<file path="config.mk">
export PLATFORM = sky130hd
export DESIGN_NAME = nibbler_sequencer
export DESIGN_NICKNAME = d
export VERILOG_FILES = /design/src/rtl/nibbler_pkg.sv /design/src/rtl/nibbler_decoder.sv /design/src/rtl/nibbler_sequencer.sv
export SDC_FILE = /design/constraint.sdc
export NUM_CORES = 1
export LEC_CHECK = 0
export CAP_MARGIN = 5
export CORE_MARGIN = 4
export CORE_UTILIZATION = 33
export DETAILED_ROUTE_END_ITERATION = 6
export GPL_TIMING_DRIVEN = 0
export PLACE_DENSITY = 0.73
export SKIP_CTS_REPAIR_TIMING = 1
export SKIP_LAST_GASP = 1
export SLEW_MARGIN = 20
export SYNTH_ARGS = -nofsm -noshare
export SYNTH_HDL_FRONTEND = slang
export SYNTH_SLANG_ARGS = --single-unit
export TNS_END_PERCENT = 1
</file>
<file path="constraint.sdc">
create_clock -name clk -period 1.4 [get_ports clk]
set_input_delay 0.28 -clock clk [delete_from_list [all_inputs] [get_ports clk]]
set_output_delay 0.28 -clock clk [all_outputs]
set_load 0.02 [all_outputs]
</file>
<file path="src/rtl/nibbler_pkg.sv">
// -----------------------------------------------------------------------------
// nibbler_pkg
// Shared types for the Nibbler 4-bit CPU control path: the opcode map, the
// sequencer state encoding, ALU select codes and the decoded control word
// (active-high internally; the top converts to the board's active-low pins).
// Build option: NIBBLER_SINGLE_STEP_EN adds the PAUSE state.
// -----------------------------------------------------------------------------
package nibbler_pkg;

  typedef enum logic [3:0] {
    OP_JC    = 4'h0,
    OP_JNC   = 4'h1,
    OP_CMPI  = 4'h2,
    OP_CMPM  = 4'h3,
    OP_LIT   = 4'h4,
    OP_IN    = 4'h5,
    OP_LD    = 4'h6,
    OP_ST    = 4'h7,
    OP_JZ    = 4'h8,
    OP_JNZ   = 4'h9,
    OP_ADDI  = 4'hA,
    OP_ADDM  = 4'hB,
    OP_JMP   = 4'hC,
    OP_OUT   = 4'hD,
    OP_NANDI = 4'hE,
    OP_NANDM = 4'hF
  } opcode_e;

`ifdef NIBBLER_SINGLE_STEP_EN
  typedef enum logic [1:0] {
    ST_FETCH = 2'd0,
    ST_EXEC  = 2'd1,
    ST_PAUSE = 2'd2
  } state_e;
`else
  typedef enum logic [0:0] {
    ST_FETCH = 1'b0,
    ST_EXEC  = 1'b1
  } state_e;
`endif

  localparam logic [1:0] ALU_PASS = 2'b00;
  localparam logic [1:0] ALU_ADD  = 2'b01;
  localparam logic [1:0] ALU_NAND = 2'b10;
  localparam logic [1:0] ALU_CMP  = 2'b11;

  // Decoded EXEC controls, all active-high.
  typedef struct packed {
    logic       load_a;
    logic       load_flags;
    logic       write_ram;
    logic       oe_in;
    logic       load_out;
    logic       src_mem;
    logic [1:0] alu_sel;
    logic       jump;
  } ctrl_t;

  localparam ctrl_t CTRL_IDLE = '0;

endpackage

</file>
<file path="src/rtl/nibbler_decoder.sv">
// -----------------------------------------------------------------------------
// nibbler_decoder
// Purely combinational decode of the registered instruction plus the
// registered flags into one EXEC control word. The sequencer decides when the
// word is allowed onto the pins.
// Ports:
//   ir    in  [7:0] registered instruction, [7:4] opcode
//   flags in  [1:0] {notC, notZ}, active-low
//   ctrl  out       decoded control word (active-high)
// -----------------------------------------------------------------------------
module nibbler_decoder
  import nibbler_pkg::*;
(
  input  logic [7:0] ir,
  input  logic [1:0] flags,
  output ctrl_t      ctrl
);

  logic not_c;
  logic not_z;

  assign not_c = flags[1];
  assign not_z = flags[0];

  // NOTE: every always_comb output gets a default before the case so that an
  // unlisted path can never infer a latch.
  always_comb begin
    ctrl = CTRL_IDLE;
    case (opcode_e'(ir[7:4]))
      OP_JC:    ctrl.jump = ~not_c;
      OP_JNC:   ctrl.jump = not_c;
      OP_CMPI: begin
        ctrl.load_flags = 1'b1;
        ctrl.alu_sel    = ALU_CMP;
      end
      OP_CMPM: begin
        ctrl.load_flags = 1'b1;
        ctrl.alu_sel    = ALU_CMP;
        ctrl.src_mem    = 1'b1;
      end
      OP_LIT:   ctrl.load_a = 1'b1;
      OP_IN: begin
        ctrl.load_a = 1'b1;
        ctrl.oe_in  = 1'b1;
      end
      OP_LD: begin
        ctrl.load_a  = 1'b1;
        ctrl.src_mem = 1'b1;
      end
      OP_ST: begin
        ctrl.write_ram = 1'b1;
        ctrl.src_mem   = 1'b1;
      end
      OP_JZ:    ctrl.jump = ~not_z;
      OP_JNZ:   ctrl.jump = not_z;
      OP_ADDI: begin
        ctrl.load_a     = 1'b1;
        ctrl.load_flags = 1'b1;
        ctrl.alu_sel    = ALU_ADD;
      end
      OP_ADDM: begin
        ctrl.load_a     = 1'b1;
        ctrl.load_flags = 1'b1;
        ctrl.alu_sel    = ALU_ADD;
        ctrl.src_mem    = 1'b1;
      end
      OP_JMP:   ctrl.jump = 1'b1;
      OP_OUT:   ctrl.load_out = 1'b1;
      OP_NANDI: begin
        ctrl.load_a     = 1'b1;
        ctrl.load_flags = 1'b1;
        ctrl.alu_sel    = ALU_NAND;
      end
      OP_NANDM: begin
        ctrl.load_a     = 1'b1;
        ctrl.load_flags = 1'b1;
        ctrl.alu_sel    = ALU_NAND;
        ctrl.src_mem    = 1'b1;
      end
    endcase
  end

endmodule

</file>
<file path="src/rtl/nibbler_sequencer.sv">
// -----------------------------------------------------------------------------
// nibbler_sequencer
// Two-phase FETCH/EXEC control sequencer for the Nibbler CPU. Holds the
// instruction register and the state machine; decode is delegated to
// nibbler_decoder. Build option NIBBLER_SINGLE_STEP_EN adds a step input and a
// PAUSE state entered after every EXEC while step is low.
// Ports:
//   clk, notReset             clock, async active-low reset
//   step (option only)        high: continue past PAUSE
//   instr   [7:0]             program ROM byte
//   flagsIn [1:0]             {notC, notZ}, active-low
//   notLoadIR, notLoadPC, notLoadA, notLoadFlags,
//   notWriteRAM, notOEin, notLoadOut   active-low strobes
//   incPC                     PC increment
//   aluSel [1:0], srcMem      ALU function and B-operand source
//   operand [3:0]             IR[3:0]
//   phase                     0 FETCH/PAUSE, 1 EXEC
// -----------------------------------------------------------------------------
module nibbler_sequencer
  import nibbler_pkg::*;
(
  input  logic       clk,
  input  logic       notReset,
`ifdef NIBBLER_SINGLE_STEP_EN
  input  logic       step,
`endif
  input  logic [7:0] instr,
  input  logic [1:0] flagsIn,
  output logic       notLoadIR,
  output logic       incPC,
  output logic       notLoadPC,
  output logic       notLoadA,
  output logic       notLoadFlags,
  output logic [1:0] aluSel,
  output logic       srcMem,
  output logic       notWriteRAM,
  output logic       notOEin,
  output logic       notLoadOut,
  output logic [3:0] operand,
  output logic       phase
);

  state_e     state_q, state_d;
  logic [7:0] ir_q, ir_d;
  ctrl_t      dec_ctrl;
  ctrl_t      ctrl;
  logic       load_ir;
  logic       exec_active;

  nibbler_decoder u_decoder (
    .ir    (ir_q),
    .flags (flagsIn),
    .ctrl  (dec_ctrl)
  );

  // State register.
  // NOTE: sequential state uses non-blocking assignments so every flop samples
  // the pre-edge value of every other flop.
  always_ff @(posedge clk or negedge notReset) begin
    if (!notReset) begin
      state_q <= ST_FETCH;
      ir_q    <= 8'h00;
    end else begin
      state_q <= state_d;
      ir_q    <= ir_d;
    end
  end

  // Next-state logic. IR only captures on the edge that leaves FETCH, so ROM
  // activity during EXEC is invisible to decode.
  always_comb begin
    state_d = state_q;
    ir_d    = ir_q;
    case (state_q)
      ST_FETCH: begin
        state_d = ST_EXEC;
        ir_d    = instr;
      end
`ifdef NIBBLER_SINGLE_STEP_EN
      ST_EXEC:  state_d = step ? ST_FETCH : ST_PAUSE;
      ST_PAUSE: state_d = step ? ST_FETCH : ST_PAUSE;
`else
      ST_EXEC:  state_d = ST_FETCH;
`endif
      default:  state_d = ST_FETCH;
    endcase
  end

  // Output logic. While notReset is low every strobe is forced inactive even
  // though the state already reads FETCH; this keeps the IR strobe quiet until
  // the first real edge and lets a mid-EXEC reset cut a store or load short
  // immediately rather than at the next clock.
  always_comb begin
    load_ir     = 1'b0;
    exec_active = 1'b0;
    ctrl        = CTRL_IDLE;
    if (notReset) begin
      case (state_q)
        ST_FETCH: load_ir = 1'b1;
        ST_EXEC: begin
          exec_active = 1'b1;
          ctrl        = dec_ctrl;
        end
        default: ;
      endcase
    end
  end

  // A taken jump replaces the increment, so the two PC controls are mutually
  // exclusive by construction.
  assign notLoadIR    = ~load_ir;
  assign incPC        = exec_active & ~ctrl.jump;
  assign notLoadPC    = ~(exec_active & ctrl.jump);
  assign notLoadA     = ~ctrl.load_a;
  assign notLoadFlags = ~ctrl.load_flags;
  assign aluSel       = ctrl.alu_sel;
  assign srcMem       = ctrl.src_mem;
  assign notWriteRAM  = ~ctrl.write_ram;
  assign notOEin      = ~ctrl.oe_in;
  assign notLoadOut   = ~ctrl.load_out;
  assign operand      = ir_q[3:0];
  assign phase        = (state_q == ST_EXEC);

endmodule

</file>
==> results of run 1 <==
kinds of logic after synthesis:
logic type,after synthesis
AND/OR/NAND/NOR,24
XOR/XNOR,1
multiplexers,8
flip-flops,9
buffers and inverters,8
AO/OA/AOI/OAI,2
through the flow:
step                      util, %  setup WS [ns]  setup TNS (ns)  area [µm²]
final                       63.74        -0.5539          -4.885       870.8
after global routing        63.74        -0.6329          -6.249       870.8
after CTS                   61.08         -1.187          -11.97       834.6
after global placement      59.16         -1.172          -10.84       808.3
after detailed placement    59.16         -1.183          -10.90       808.3
after floorplan                 -        -0.1197         -0.2921       519.2
state kept, by name, indices dropped and copies added, names as in the netlist:
name	cells
phase	1
ir_q	8
area by class of cell:
| class | instances | area [µm²] | area share, % |
|---|---|---|---|
| inverter | 2 | 7.507 | 0.8621 |
| sequential | 9 | 226.5 | 26.01 |
| timing repair buffer | 28 | 285.3 | 32.76 |
| multi-input combinational | 35 | 257.7 | 29.60 |
| buffer | 6 | 48.80 | 5.603 |
| tap | 15 | 18.77 | 2.155 |
| clock buffer | 4 | 26.28 | 3.017 |
layer usage:
layer,wire length [µm],GRT usage (%),up-vias
li1,-,-,236
met4,11,3.315,0
met3,156,4.981,2
met1,493,13.55,226
met5,0,0,-
met2,581,21.66,23
layout by cell type (no fill, tap or decap), drive strengths merged:
| master | netlist | final |
|---|---|---|
| inv | 2 | 2 |
| dlygate4sd3 | 0 | 1 |
| nor2b | 2 | 2 |
| xor2 | 1 | 1 |
| nor3b | 1 | 1 |
| clkbuf | 0 | 6 |
| nand3 | 6 | 6 |
| a31oi | 1 | 1 |
| clkdlybuf4s50 | 0 | 19 |
| nor3 | 1 | 1 |
| dfrtp | 9 | 9 |
| nand2b | 1 | 1 |
| o21ai | 1 | 1 |
| nor2 | 4 | 4 |
| mux2 | 8 | 8 |
| buf | 6 | 6 |
| nand2 | 6 | 6 |
| nand3b | 1 | 1 |
| or3 | 1 | 1 |
| or2 | 1 | 1 |
| dlymetal6s2s | 0 | 6 |
final timing paths:
path | startpoint | to | slack (ns) | cells after the start
min in group asynchronous | notReset | ir_q[0] | 0.59 | 2
max reg2reg | phase | ir_q[7] | 0.28 | 2
min reg2reg | ir_q[0] | ir_q[0] | 0.51 | 1
min | ir_q[0] | ir_q[0] | 0.51 | 1
max in group asynchronous | notReset | ir_q[6] | 0.49 | 2
max | ir_q[4] | incPC | -0.55 | 6
power breakdown:
group / internal (µW) / switching [µW] / total [µW]
combinational: 87.6 / 63.9 / 151
clock: 110 / 90.0 / 200
sequential: 272 / 13.1 / 285
total: 469 / 167 / 636
==> impl_metrics.ini, run 1 <==
[logic_synthesis]
synthArstFlopShare_pct = 100.0
yosys_register_bits = 9
synth_simple_gate_area_share_pct = 23.40
synth_flop_cell = dfrtp_1
synth_compound_area_share_pct = 2.217
synth_top_family_by_area = simple AND/OR/NAND/NOR gates
syn_area_per_cell_um2 = 9.769
synth_sequential_area_ratio_pct = 44.33
synth_edf_count = 0
synth_area_um2 = 508.0
synth_area_leaders = dfrtp_1 (44%), mux2_2 (18%), nand3_1 (5.9%), buf_4 (5.9%), nand2_1 (4.4%)
post-synth-top-count-cell = dfrtp_1
syn_inst = 52
synthTopCellsByCount = dfrtp_1 (9), mux2_2 (8), nand2_1 (6), nand3_1 (6)
yosys.area_share.xor_xnor_pct = 1.724
yosys.area_share.adder_pct = 0
synth_top_area_share_pct = 44.33
synth_nets = 64
ys_types = 19
yosys.area.top_type = dfrtp_1
synth_warnings = 0
muxShareOfSynthArea_pct = 17.73

[placed_design]
gp_congestion = 0.8047
port-buffer-count = 27
detailed_place_hpwl_um = 896.7
dp.cells = 94

[finish]
fin_cells = 99
fillerInstances = 124
syn_to_final_growth_pct = 71.43
fin_nets = 97
diodes = 0
layout-drive-gt1-share_pct = 29.76

[drt]
drtAntennaViolNets = 0
drt-pass1-iter-count = 2
avgRoutedWirePerCell_um = 12.55
routed_wl_um = 1242
drc = 0
vias = 487
drt_iter0_drc = 1
via_per_inst = 4.919

[floorplanning]
start_util_pct = 37.18
die_x_um = 47.24
rows = 13
dieArea_mm2 = 0.002231
dieHeight_um = 47.24
core_mm2 = 0.001366
pin_count = 28

[clocking]
cts_max_path_buffers = 2
clkTransAtPathRegs_ns = 0.06
tritoncts = yes
clk_latency_ns = 0.26
cts_buffers = 3
root_buffer = clkbuf_4
htreeDepth = 1
clock_sinks = 9

[sta]
finalSetupViolCount = 16
rsz0062_at_grt = yes
hold_ws_ns = 0.5098
setup_ws_ns = -0.5539
fin_crit_ns = 1.954
period_share_pct = 139.6
drv_slew = 0
fmax_ghz = 0.5118
worstMarginPinSlew_ns = 0.4086
hold_viol_final = 0
relSlewSlack_pct = 72.67
skew_ns = 0.002989

[critical_path]
critical-path-max-stage-delay_ns = 0.37
worstPathRequired_ns = 1.12
worstPathArrival_ns = 1.67
crit_buf_inv = 2
critPathKind = flip-flop to output port
crit_fanout = 8
cp-start-kind = flip-flop
slowest_stage = dfrtp_1
critPathTopFamily = simple AND/OR/NAND/NOR gates
cp_cell_sequence = buf_6 -> xor2_1 -> or3_1 -> a31oi_2 -> nor2_1 -> dlymetal6s2s_1
end_kind = output port

[global_route]
globalRoute.totalOverflow = 0
antenna_found_initial = 0
grt_usage_pct = 12.31
grt_pass1_wl_um = 1945
grt_pass1_vias = 480
grt_max_degree = 15

[worst_hold_path]
hp-class = flip-flop to flip-flop

[power_and_ir_drop]
p_leak_uw = 0.0003962
finalPower_uw = 636.4
power_density_mw_per_mm2 = 730.8
max-vdd-ir-drop_uv = 747.3

[status]
outcome = complete, but fails checks
violations = setup timing

[run]
drv_cap = 0
No activity file was read; power rests on OpenSTA's default activity.
==> inputs of run 2 (changes only) <==
CTS_BUF_LIST = sky130_fd_sc_hd__clkbuf_8   (was unset)
CTS_CLUSTER_DIAMETER = 150   (was unset)
==> run 2 against run 1 <==
  * The run still ends with setup timing left
  * Highest routed layer is now met3
  * First-iteration DRC count rose to 4.0 times the previous value
  * Largest power group is now clock
  * Critical path depth did not move
  * Via count fell by 1.0%
==> impl_metrics.ini, run 2 (same netlist as run 1, synthesis figures left out) <==
[finish]
fin_cells = 99
fillerInstances = 123
largest_register_ffs = 8
layout_commonest_cell = clkdlybuf4s50_1
largest_register = ir_q
diodes = 0
fin_nets = 97
syn_to_final_growth_pct = 75.12
final_cell_mix = clkdlybuf4s50_1 (19), mux2_2 (8), dfrtp_1 (8)
fin_area_um2 = 889.6
layout-drive-gt1-share_pct = 29.76

[sta]
finalSetupViolCount = 16
relSlewSlack_pct = 72.52
skew_ns = 0.004608
setup_ws_ns = -0.5207
drv_slew = 0
fin_crit_ns = 1.921
rsz0062_at_grt = yes
hold_viol_final = 0
period_share_pct = 137.2
worstMarginPinSlew_ns = 0.4109
fmax_ghz = 0.5207
hold_ws_ns = 0.5063

[power_and_ir_drop]
p_leak_uw = 0.0004081
max-vdd-ir-drop_uv = 686.1
finalPower_uw = 732.5
power_density_mw_per_mm2 = 823.4

[run]
drv_cap = 0

[critical_path]
slowest_stage = dfrtp_1
worstPathRequired_ns = 1.12
reg2reg_setup_slack_ns = 0.28
r2r-end = ir_q[7]
rr_worst_depth = 2
critical-path-max-stage-delay_ns = 0.37
crit_fanout = 8
worstPathArrival_ns = 1.64
critPathKind = flip-flop to output port
end_kind = output port
cp-start-kind = flip-flop
cp_cell_sequence = buf_6 -> xor2_1 -> or3_1 -> a31oi_2 -> nor2_1 -> dlymetal6s2s_1
crit-reg2reg-launch = phase

[status]
violations = setup timing
outcome = complete, but fails checks

[global_route]
grt_pass1_vias = 473
grt_usage_pct = 12.38
globalRoute.totalOverflow = 0
grt_max_degree = 15
grt_pass1_wl_um = 1938
antenna_found_initial = 0

[drt]
avgRoutedWirePerCell_um = 12.80
via_per_inst = 4.869
drt-pass1-iter-count = 2
routed_wl_um = 1267
drt_iter0_drc = 4
drc = 0
drtAntennaViolNets = 0
vias = 482

[placed_design]
dp.cells = 94
placed_cell_area_um2 = 808.3
gp_congestion = 0.8047
port-buffer-count = 27
detailed_place_hpwl_um = 896.7

[floorplanning]
rows = 13
die_x_um = 47.24
start_util_pct = 37.18
core_mm2 = 0.001366
dieHeight_um = 47.24
dieArea_mm2 = 0.002231
pin_count = 28

[clocking]
cts_max_path_buffers = 2
htreeDepth = 1
root_buffer = clkbuf_8
tritoncts = yes
clock_sinks = 9
clk_latency_ns = 0.23
clkTransAtPathRegs_ns = 0.05
cts_buffers = 3

[worst_hold_path]
hp-class = flip-flop to flip-flop
min_from = ir_q[0]
min_to = ir_q[0]
whs_path_depth = 1
## run 2: changes by cell type in the layout (fill, tap and decap cells not counted)
cell / previous run / this run
inv_1: 2 / 3
clkbuf_1: 1 / 0
clkbuf_4: 3 / 0
clkbuf_8: 0 / 3
## run 2: layout make-up
class                   instances  area, µm²  share of cell area, %
plain buffers                   6      48.80                  5.485
clock buffers                   3      41.29                  4.641
clock inverters                 1      3.754                 0.4219
inverters                       2      7.507                 0.8439
multi-input cells              35      257.7                  28.97
flip-flops and latches          9      226.5                  25.46
well taps                      15      18.77                  2.110
repair buffers                 28      285.3                  32.07
## run 2: worst max-delay path, delay by kind of cell, from the launching register on
family	cells	cell delay, ns
flops	1	0.37
compound gates	1	0.17
buf+inv	2	0.33
xor+xnor	1	0.15
simple gates	2	0.38
## run 2: per-layer routing
| layer | part of all wire, % | vias to the layer above | global-route usage [%] |
|---|---|---|---|
| met4 | 0 | 0 | 6.630 |
| met5 | 0 | - | 0 |
| met2 | 49 | 23 | 20.86 |
| met3 | 12 | 0 | 3.831 |
| met1 | 39 | 225 | 13.79 |
| li1 | - | 234 | - |
## run 2: metrics by stage
stage / util [%] / worst slack [ns] / TNS, ns
floorplan: - / -0.1197 / -0.2921
global placement: 59.16 / -1.172 / -10.84
detailed placement: 59.16 / -1.183 / -10.90
CTS: 62.45 / -1.187 / -11.76
global route: 65.11 / -0.5974 / -5.659
finish: 65.11 / -0.5207 / -4.392
## run 2: worst max-delay path by stage
stage                     startpoint           end  cells after the start
final                        ir_q[4]         incPC                      6
after global routing         ir_q[5]  notLoadFlags                      3
after CTS                   notReset     aluSel[1]                      4
after detailed placement    notReset     aluSel[1]                      4
after global placement      notReset     aluSel[1]                      4
after floorplan              ir_q[4]     notLoadPC                      5
## run 2: power by group
| group | internal (µW) | switching, µW |
|---|---|---|
| Sequential | 273 | 13.1 |
| Combinational | 87.6 | 64.1 |
| Clock | 191 | 104 |
| Total | 552 | 181 |
